==> config.mk <==
export PLATFORM = sky130hd
export DESIGN_NAME = chunked_adder_flat
export DESIGN_NICKNAME = d
export VERILOG_FILES = /design/src/rtl/chunked_adder_if.sv /design/src/rtl/chunked_adder.sv /design/src/flat_wrapper.sv
export SDC_FILE = /design/constraint.sdc
export NUM_CORES = 1
export LEC_CHECK = 0
export CORE_MARGIN = 2
export CORE_UTILIZATION = 47
export CTS_CLUSTER_DIAMETER = 150
export CTS_CLUSTER_SIZE = 28
export DETAILED_ROUTE_END_ITERATION = 12
export GPL_TIMING_DRIVEN = 1
export PLACE_DENSITY = 0.73
export SKIP_LAST_GASP = 1
export SLEW_MARGIN = 30
export SYNTH_ARGS = -nofsm -noshare
export SYNTH_HDL_FRONTEND = slang
export SYNTH_SLANG_ARGS = --single-unit
==> constraint.sdc <==
create_clock -name clk -period 2.6 [get_ports clk]
set_input_delay 0.52 -clock clk [delete_from_list [all_inputs] [get_ports clk]]
set_output_delay 0.52 -clock clk [all_outputs]
set_load 0.005 [all_outputs]
==> src/rtl/chunked_adder_if.sv <==
// Operand/result handshake bundle for chunked_adder.
// Both sides: a transfer happens on a rising clk edge where valid && ready; payload is held stable while valid is high and ready low.
interface chunked_adder_if #(
   parameter int WIDTH = 16
);
   logic             in_valid;
   logic             in_ready;
   logic [WIDTH-1:0] a;
   logic [WIDTH-1:0] b;
   logic             sub;
   logic             out_valid;
   logic             out_ready;
   logic [WIDTH-1:0] sum;
   logic             cout;
   logic             ovf;

   modport master (
      output in_valid, a, b, sub, out_ready,
      input  in_ready, out_valid, sum, cout, ovf
   );

   modport slave (
      input  in_valid, a, b, sub, out_ready,
      output in_ready, out_valid, sum, cout, ovf
   );
endinterface

==> src/rtl/chunked_adder.sv <==
// Multi-cycle adder/subtractor: CHUNK bits per cycle, carry held in a register between slices.
// Optional ADDER_SAT_EN: clamp sum to the signed extreme on overflow.
module chunked_adder #(
   parameter int WIDTH = 16,
   parameter int CHUNK = 4
) (
   input  logic              clk,
   input  logic              rst,
   chunked_adder_if.slave    bus,
   output logic [1:0]        dbg_state
);
   localparam int N     = WIDTH / CHUNK;
   localparam int IDX_W = (N > 1) ? $clog2(N) : 1;
   localparam int MSB   = WIDTH - 1;

   typedef enum logic [1:0] {IDLE = 2'd0, RUN = 2'd1, DONE = 2'd2} state_t;

   state_t             state_q, state_n;
   logic [WIDTH-1:0]   a_q, b_q, res_q, sum_q;
   logic [IDX_W-1:0]   idx_q;
   logic               carry_q, cout_q, ovf_q;
   logic               in_ready_c, out_valid_c;
   logic [CHUNK-1:0]   a_sl, b_sl;
   logic [CHUNK:0]     slice;
   logic [WIDTH-1:0]   res_n;
   logic               ovf_n;
   logic               last;
   logic [WIDTH-1:0]   final_sum;

   // One slice of the ripple; res_n is the result bank with this slice merged in.
   always_comb begin
      a_sl  = a_q[int'(idx_q)*CHUNK +: CHUNK];
      b_sl  = b_q[int'(idx_q)*CHUNK +: CHUNK];
      slice = {1'b0, a_sl} + {1'b0, b_sl} + (CHUNK+1)'(carry_q);
      res_n = res_q;
      res_n[int'(idx_q)*CHUNK +: CHUNK] = slice[CHUNK-1:0];
      ovf_n = (a_q[MSB] == b_q[MSB]) && (res_n[MSB] != a_q[MSB]);
      last  = (idx_q == IDX_W'(N-1));
   end

`ifdef ADDER_SAT_EN
   always_comb begin
      final_sum = res_n;
      if (ovf_n)
         final_sum = a_q[MSB] ? {1'b1, {(WIDTH-1){1'b0}}} : {1'b0, {(WIDTH-1){1'b1}}};
   end
`else
   assign final_sum = res_n;
`endif

   always_ff @(posedge clk) begin
      if (rst) state_q <= IDLE;
      else     state_q <= state_n;
   end

   always_comb begin
      state_n     = state_q;
      in_ready_c  = 1'b0;
      out_valid_c = 1'b0;
      case (state_q)
         IDLE: begin
            in_ready_c = 1'b1;
            if (bus.in_valid) state_n = RUN;
         end
         RUN: begin
            if (last) state_n = DONE;
         end
         DONE: begin
            out_valid_c = 1'b1;
            if (bus.out_ready) state_n = IDLE;
         end
         default: state_n = IDLE;
      endcase
   end

   always_ff @(posedge clk) begin
      if (rst) begin
         a_q     <= '0;
         b_q     <= '0;
         res_q   <= '0;
         sum_q   <= '0;
         idx_q   <= '0;
         carry_q <= 1'b0;
         cout_q  <= 1'b0;
         ovf_q   <= 1'b0;
      end else begin
         case (state_q)
            IDLE: begin
               if (bus.in_valid) begin
                  a_q     <= bus.a;
                  // Subtraction as A + ~B + 1: the +1 enters as the initial carry.
                  b_q     <= bus.sub ? ~bus.b : bus.b;
                  carry_q <= bus.sub;
                  idx_q   <= '0;
               end
            end
            RUN: begin
               res_q   <= res_n;
               carry_q <= slice[CHUNK];
               if (last) begin
                  idx_q  <= '0;
                  sum_q  <= final_sum;
                  cout_q <= slice[CHUNK];
                  ovf_q  <= ovf_n;
               end else begin
                  idx_q  <= idx_q + 1'b1;
               end
            end
            default: ;
         endcase
      end
   end

   assign bus.in_ready  = in_ready_c;
   assign bus.out_valid = out_valid_c;
   assign bus.sum       = sum_q;
   assign bus.cout      = cout_q;
   assign bus.ovf       = ovf_q;
   assign dbg_state     = state_q;
endmodule

==> src/flat_wrapper.sv <==
// flat-port wrapper written by rule: the top's interface ports become plain ports
module chunked_adder_flat 
#(
   parameter int WIDTH = 16,
   parameter int CHUNK = 4
)
  (clk, rst, dbg_state, bus_in_valid, bus_a, bus_b, bus_sub, bus_out_ready, bus_in_ready, bus_out_valid, bus_sum, bus_cout, bus_ovf);
  chunked_adder_if #(.WIDTH(WIDTH)) bus_i ();
  input  logic clk;
  input  logic rst;
  output logic [1:0] dbg_state;
  input wire logic [$bits(bus_i.in_valid)-1:0] bus_in_valid;
  input wire logic [$bits(bus_i.a)-1:0] bus_a;
  input wire logic [$bits(bus_i.b)-1:0] bus_b;
  input wire logic [$bits(bus_i.sub)-1:0] bus_sub;
  input wire logic [$bits(bus_i.out_ready)-1:0] bus_out_ready;
  output wire logic [$bits(bus_i.in_ready)-1:0] bus_in_ready;
  output wire logic [$bits(bus_i.out_valid)-1:0] bus_out_valid;
  output wire logic [$bits(bus_i.sum)-1:0] bus_sum;
  output wire logic [$bits(bus_i.cout)-1:0] bus_cout;
  output wire logic [$bits(bus_i.ovf)-1:0] bus_ovf;
  assign bus_i.in_valid = bus_in_valid;
  assign bus_i.a = bus_a;
  assign bus_i.b = bus_b;
  assign bus_i.sub = bus_sub;
  assign bus_i.out_ready = bus_out_ready;
  assign bus_in_ready = bus_i.in_ready;
  assign bus_out_valid = bus_i.out_valid;
  assign bus_sum = bus_i.sum;
  assign bus_cout = bus_i.cout;
  assign bus_ovf = bus_i.ovf;
  chunked_adder #(.WIDTH(WIDTH), .CHUNK(CHUNK)) u_core (.clk(clk), .rst(rst), .bus(bus_i), .dbg_state(dbg_state));
endmodule
==> impl_metrics.py, run 1 <==
metrics = {
    "routing": {
        "drc": 0,
        "drtIter0Drc": 86,
        "vias": 2749,
        "wl_per_cell_um": 14.2,
        "ant_nets": 0,
        "viasPerCell": 5.47,
        "routed_wirelength_mm": 7.15,
        "drt_first_pass_iters": 4,
    },
    "timing": {
        "maxSlewViolCount": 0,
        "period_needed_ps": 2530,
        "clock_skew_ps": 9.06,
        "maxSlewHeadroom": 0.514,
        "finalSetupViolations": 0,
        "tightest_slew_ps": 727,
        "hold_violations": 0,
        "hold_slack_ps": 466,
        "fin_crit_sh": 0.974,
        "finalSetupTns_ps": 0,
        "rsz0062_at_grt": "yes",
        "clock.fmax_mhz": 395,
    },
    "hold_path": {
        "hold_path_depth": 2,
        "hp-class": "register to register",
    },
    "power_and_ir_drop": {
        "p_clk_frac": 0.343,
        "power_leakage_nw": 1.52,
        "combPwrFrac": 0.176,
        "swShare": 0.270,
        "ir_drop_v": 0.000304,
        "seqPwrFrac": 0.481,
        "p_per_area_mw_per_mm2": 578,
        "power.switching_w": 0.000654,
        "internal_power_w": 0.00177,
    },
    "cells_and_area": {
        "final_layout_size_suffix_gt1_frac": 0.147,
        "multi_input_comb_area_mm2": 0.00166,
        "area.sequential_mm2": 0.00143,
        "utilization": 0.628,
        "final_cell_mix": "69 x dfxtp_1, 57 x clkdlybuf4s50_1, 54 x nor2_1, 43 x nand2_1, 22 x a21oi_1",
        "fillers": 585,
        "syn_to_final_growth_pct": 31.5,
        "finalInstanceArea_mm2": 0.00420,
        "diodes": 0,
        "fin_nets": 466,
        "fin_cells": 503,
        "layout_commonest_cell": "dfxtp_1",
    },
    "yosys": {
        "synth-edff-count": 0,
        "netlist.top_cell.by_area": "dfxtp_1",
        "ys_seq_area_frac": 0.445,
        "syn_inst": 354,
        "synthArstFlopShare": 0,
        "yosys_warnings": 0,
        "synthFlopType": "dfxtp_1",
        "synth_area_leaders": "dfxtp_1 45%, nor2_1 6.3%, mux4_2 5.6%",
        "netlist_area_mm2": 0.00319,
        "synth_top_area_frac": 0.445,
        "avgSynthCellArea_um2": 9.02,
        "ys_types": 31,
        "ys_seq_elements": 71,
        "synth_nets": 402,
    },
    "critical_path": {
        "cp-startpoint": "u_core.idx_q[0]$_SDFFE_PP0P_",
        "start_kind": "register",
        "end_kind": "register",
        "arrival_ps": 2800,
        "reg2reg_from": "u_core.idx_q[0]$_SDFFE_PP0P_",
        "max_stage_delay_ps": 540,
        "critPathMaxFanout": 6,
        "crit_type": "register to register",
        "cp.required_ps": 2870,
        "r2r_end": "u_core.bus.ovf$_SDFFE_PP0P_",
        "crit_chain": "buf_4, mux4_2, ha_4, nand3_2, and3_4, o32a_1, or3_1, a311oi_2",
        "rrSetupSlack_ps": 70,
        "endpoint": "u_core.bus.ovf$_SDFFE_PP0P_",
        "slowest_stage": "mux4_2",
        "r2r_cells": 8,
    },
    "global_routing": {
        "grt_overflow": 0,
        "grt_usage": 0.207,
        "antenna_found_initial": 0,
        "grt_max_degree": 46,
        "grt_pass1_vias": 2636,
        "grt_pass1_wl_mm": 12.1,
    },
    "outcome": {
        "status": "completed",
    },
    "floorplanning": {
        "die_area_mm2": 0.00747,
        "floorplan.initialDensity": 0.478,
        "coreArea_mm2": 0.00668,
        "row_count": 30,
        "design.portCount": 59,
        "die_y_um": 86.4,
        "die-width_um": 86.4,
    },
    "job": {
        "max_cap_violations": 0,
    },
    "clocking": {
        "clk_pin_slew_ps": 70,
        "cts_buffer_depth": 2,
        "cts-root-buf": "clkbuf_8",
        "cts-buffers-inserted": 9,
        "h-tree-depth": 3,
        "clk_latency_ps": 350,
        "cts_sinks": 71,
        "cts_tree": "built",
    },
    "placement": {
        "globalplace.congestion": 0.800,
        "postPlaceCellArea_mm2": 0.00391,
        "io_buffers": 58,
        "dp_cells": 481,
        "hpwl_mm": 5.18,
    },
}
what timing repair did:
item / CTS / global route
setup endpoints to repair: 0 / 13
resized for setup: 0 / 11
hold buffers: 0 / 0
buffers inserted: 0 / 6
metal layers:
metal	up-vias	track usage	routed length, µm
met2	80	0.334	3510
met5	-	0	0
met1	1285	0.253	3120
met3	12	0.0676	383
li1	1372	-	-
met4	0	0.0909	140
state kept, by name (all words and copies together) (netlist names):
name and flops:
u_core.idx_q 2, u_core.dbg_state 2, u_core.bus.sum 16, u_core.bus.cout 1, u_core.bus.ovf 1, u_core.a_q 16, u_core.b_q 16, u_core.carry_q 1
u_core.res_q 16
worst max-delay path: cells and delay by family, from the launching register on:
kind	cells	cell delay (ps)
DFF	1	380
adders and majority gates	1	290
AOI/OAI and AO/OA	2	510
buffers and inverters	1	150
muxes	1	540
and+or+nand+nor	3	580
worst min path at each step:
stage,startpoint,endpoint
5_1_grt,u_core.bus.cout$_SDFFE_PP0P_,u_core.bus.cout$_SDFFE_PP0P_
2_1_floorplan,u_core.a_q[10]$_SDFFE_PP0P_,u_core.a_q[10]$_SDFFE_PP0P_
6_report,u_core.a_q[4]$_SDFFE_PP0P_,u_core.a_q[4]$_SDFFE_PP0P_
3_5_place_dp,u_core.a_q[3]$_SDFFE_PP0P_,u_core.a_q[3]$_SDFFE_PP0P_
4_1_cts,u_core.a_q[3]$_SDFFE_PP0P_,u_core.a_q[3]$_SDFFE_PP0P_
3_3_place_gp,u_core.a_q[4]$_SDFFE_PP0P_,u_core.a_q[4]$_SDFFE_PP0P_
power by group through the flow:
stage	Sequential [W]	Combinational, W	Clock [W]
after global routing	0.00117	0.000469	0.000896
after detailed placement	0.00120	0.000391	0
after floorplan	0.00118	0.000242	0
after global placement	0.00119	0.000380	0
after CTS	0.00117	0.000392	0.000854
final	0.00117	0.000426	0.000833
per-stage QoR:
step           total power, W  setup WS, ps
3_5_place_dp          0.00159          27.0
3_3_place_gp          0.00157          80.1
6_report              0.00243          67.9
5_1_grt               0.00254         -17.0
2_1_floorplan         0.00142          4.21
4_1_cts               0.00242          12.6
cells in the mapped netlist, types with 3 or more instances:
| cell type | instances |
|---|---|
| mux4_2 | 8 |
| a21oi_1 | 23 |
| buf_1 | 3 |
| a211oi_1 | 17 |
| buf_2 | 3 |
| nor2_1 | 54 |
| nand3_1 | 4 |
| ha_1 | 9 |
| a32oi_1 | 8 |
| and2_1 | 3 |
| a221oi_1 | 15 |
| inv_1 | 13 |
| nand2b_1 | 3 |
| xnor2_1 | 17 |
| dfxtp_1 | 71 |
| nor4b_2 | 3 |
| nand2_1 | 43 |
| clkbuf_1 | 20 |
| a22oi_1 | 8 |
| nor3_1 | 15 |
layout make-up:
cell class,count,share of cell area
Tap cell,80,0.0238
Timing Repair Buffer,80,0.182
Multi-Input combinational cell,242,0.396
Clock inverter,5,0.00715
Clock buffer,11,0.0387
Sequential cell,71,0.340
Inverter,14,0.0125
logic make-up after synthesis:
kind of cell | after synthesis | synth area share
buffers and inverters | 41 | 0.0505
and+or+nand+nor | 130 | 0.181
muxes | 8 | 0.0564
AOI/OAI and AO/OA | 76 | 0.172
DFF | 71 | 0.445
xor gates and xnor gates | 17 | 0.0466
adders and majority gates | 11 | 0.0478
Note: power is estimated with default switching activity, not from simulation.
==> inputs of run 2 (changes only) <==
Settings changed: CTS_CLUSTER_DIAMETER 150 to unset.
==> results of run 2 <==
The final DEF is identical to that of run 1; final timing and power are the same.
==> inputs of run 3 (changes only) <==
Settings changed: CORE_MARGIN 2 to unset, REMOVE_ABC_BUFFERS set to 1.
==> impl_metrics.py, run 3 (synthesized netlist as in run 1, its figures left out) <==
metrics = {
    "routing": {
        "wl_per_cell_um": 13.4,
        "ant_nets": 0,
        "viasPerCell": 5.37,
        "drt_first_pass_iters": 8,
        "routed_wirelength_mm": 6.59,
        "drtIter0Drc": 116,
        "drc": 2,
        "vias": 2647,
    },
    "cells_and_area": {
        "fin_nets": 462,
        "utilization": 0.629,
        "area.sequential_mm2": 0.00142,
        "layout_commonest_cell": "dfxtp_1",
        "multi_input_comb_area_mm2": 0.00162,
        "final_layout_size_suffix_gt1_frac": 0.115,
        "finalInstanceArea_mm2": 0.00406,
        "final_cell_mix": "71 x dfxtp_1, 57 x clkdlybuf4s50_1, 53 x nor2_1, 43 x nand2_1, 22 x a21oi_1",
        "diodes": 0,
        "syn_to_final_growth_pct": 27.3,
        "fillers": 549,
    },
    "timing": {
        "fin_crit_sh": 0.986,
        "period_needed_ps": 2560,
        "rsz0062_at_grt": "yes",
        "hold_violations": 0,
        "tightest_slew_ps": 710,
        "clock_skew_ps": 6.63,
        "maxSlewHeadroom": 0.526,
        "maxSlewViolCount": 0,
        "finalSetupViolations": 0,
        "hold_slack_ps": 456,
        "clock.fmax_mhz": 390,
    },
    "floorplanning": {
        "coreArea_mm2": 0.00646,
        "die_area_mm2": 0.00713,
        "die_y_um": 84.4,
        "die-width_um": 84.4,
        "floorplan.initialDensity": 0.494,
        "row_count": 29,
        "design.portCount": 59,
    },
    "clocking": {
        "cts_sinks": 71,
        "clk_latency_ps": 340,
        "h-tree-depth": 3,
        "cts_tree": "built",
        "cts-resized-gates": 1,
        "cts_hold_buf": 0,
        "cts-buffers-inserted": 9,
        "cts-root-buf": "clkbuf_8",
        "clk_pin_slew_ps": 70,
        "cts_buffer_depth": 2,
        "postCtsSetupBuffers": 0,
    },
    "power_and_ir_drop": {
        "combPwrFrac": 0.171,
        "p_clk_frac": 0.319,
        "internal_power_w": 0.00168,
        "p_per_area_mw_per_mm2": 561,
        "power_leakage_nw": 1.47,
        "swShare": 0.265,
        "seqPwrFrac": 0.510,
        "power.switching_w": 0.000606,
        "ir_drop_v": 0.000345,
    },
    "outcome": {
        "status": "finished, violations left",
        "violations": "design-rule violations",
    },
    "critical_path": {
        "arrival_ps": 2820,
        "end_kind": "register",
        "r2r_cells": 8,
        "start_kind": "register",
        "critPathMaxFanout": 3,
        "crit_type": "register to register",
        "cp.required_ps": 2860,
    },
    "hold_path": {
        "hold_path_depth": 2,
        "hp-class": "register to register",
    },
    "global_routing": {
        "grt_usage": 0.206,
        "grt_pass1_vias": 2553,
        "grt_overflow": 0,
        "grt_max_degree": 50,
        "antenna_found_initial": 0,
        "grt_pass1_wl_mm": 11.7,
    },
    "placement": {
        "hpwl_mm": 4.72,
        "postPlaceCellArea_mm2": 0.00390,
        "io_buffers": 58,
        "globalplace.congestion": 0.815,
    },
    "job": {
        "max_cap_violations": 0,
    },
}
==> run 3: final cells by class <==
class	instances	area share
multi-input cells	242	0.398
clock inverters	2	0.00246
repair buffers	76	0.178
flip-flops and latches	71	0.350
well taps	77	0.0237
inverters	14	0.0129
clock buffers	11	0.0348
==> run 3: worst paths after layout <==
kind | to | slack [ps] | startpoint
worst max register to register | u_core.bus.ovf$_SDFFE_PP0P_ | 40 | u_core.idx_q[0]$_SDFFE_PP0P_
worst max-delay path | u_core.bus.ovf$_SDFFE_PP0P_ | 40 | u_core.idx_q[0]$_SDFFE_PP0P_
worst min register to register | u_core.a_q[3]$_SDFFE_PP0P_ | 460 | u_core.a_q[3]$_SDFFE_PP0P_
worst min-delay path | u_core.a_q[3]$_SDFFE_PP0P_ | 460 | u_core.a_q[3]$_SDFFE_PP0P_
==> run 3: power by group through the flow <==
stage	combinational, W	sequential [W]	clock, W
final	0.000391	0.00116	0.000728
after CTS	0.000389	0.00116	0.000741
after floorplan	0.000207	0.00118	0
after global placement	0.000379	0.00119	0
after global routing	0.000435	0.00117	0.000792
after detailed placement	0.000387	0.00119	0
==> run 3: per-layer routing <==
| metal | vias up | wire length (µm) | GRT usage |
|---|---|---|---|
| met5 | - | 0 | 0 |
| met4 | 0 | 108 | 0.0847 |
| met3 | 9 | 286 | 0.0383 |
| met2 | 75 | 3260 | 0.349 |
| met1 | 1198 | 2930 | 0.259 |
| li1 | 1365 | - | - |
==> run 3: metrics by stage <==
step | power [W] | cells | setup slack, ps | TNS [ps]
2_1_floorplan | 0.00139 | 327 | -276 | -849
4_1_cts | 0.00229 | 493 | 11.1 | 0
3_5_place_dp | 0.00157 | 480 | -10.9 | -10.9
5_1_grt | 0.00239 | 493 | -122 | -122
6_report | 0.00228 | 493 | 36.9 | 0
3_3_place_gp | 0.00156 | 480 | 28.8 | 0
==> run 3: worst max-delay path, cell delays in order (launching register included) <==
cell and delay (ps):
dfxtp_1 350, buf_4 150, mux4_2 510, fa_2 380, nand3_1 100, a21oi_1 90
o32a_1 350, or3_1 320, a311oi_2 230
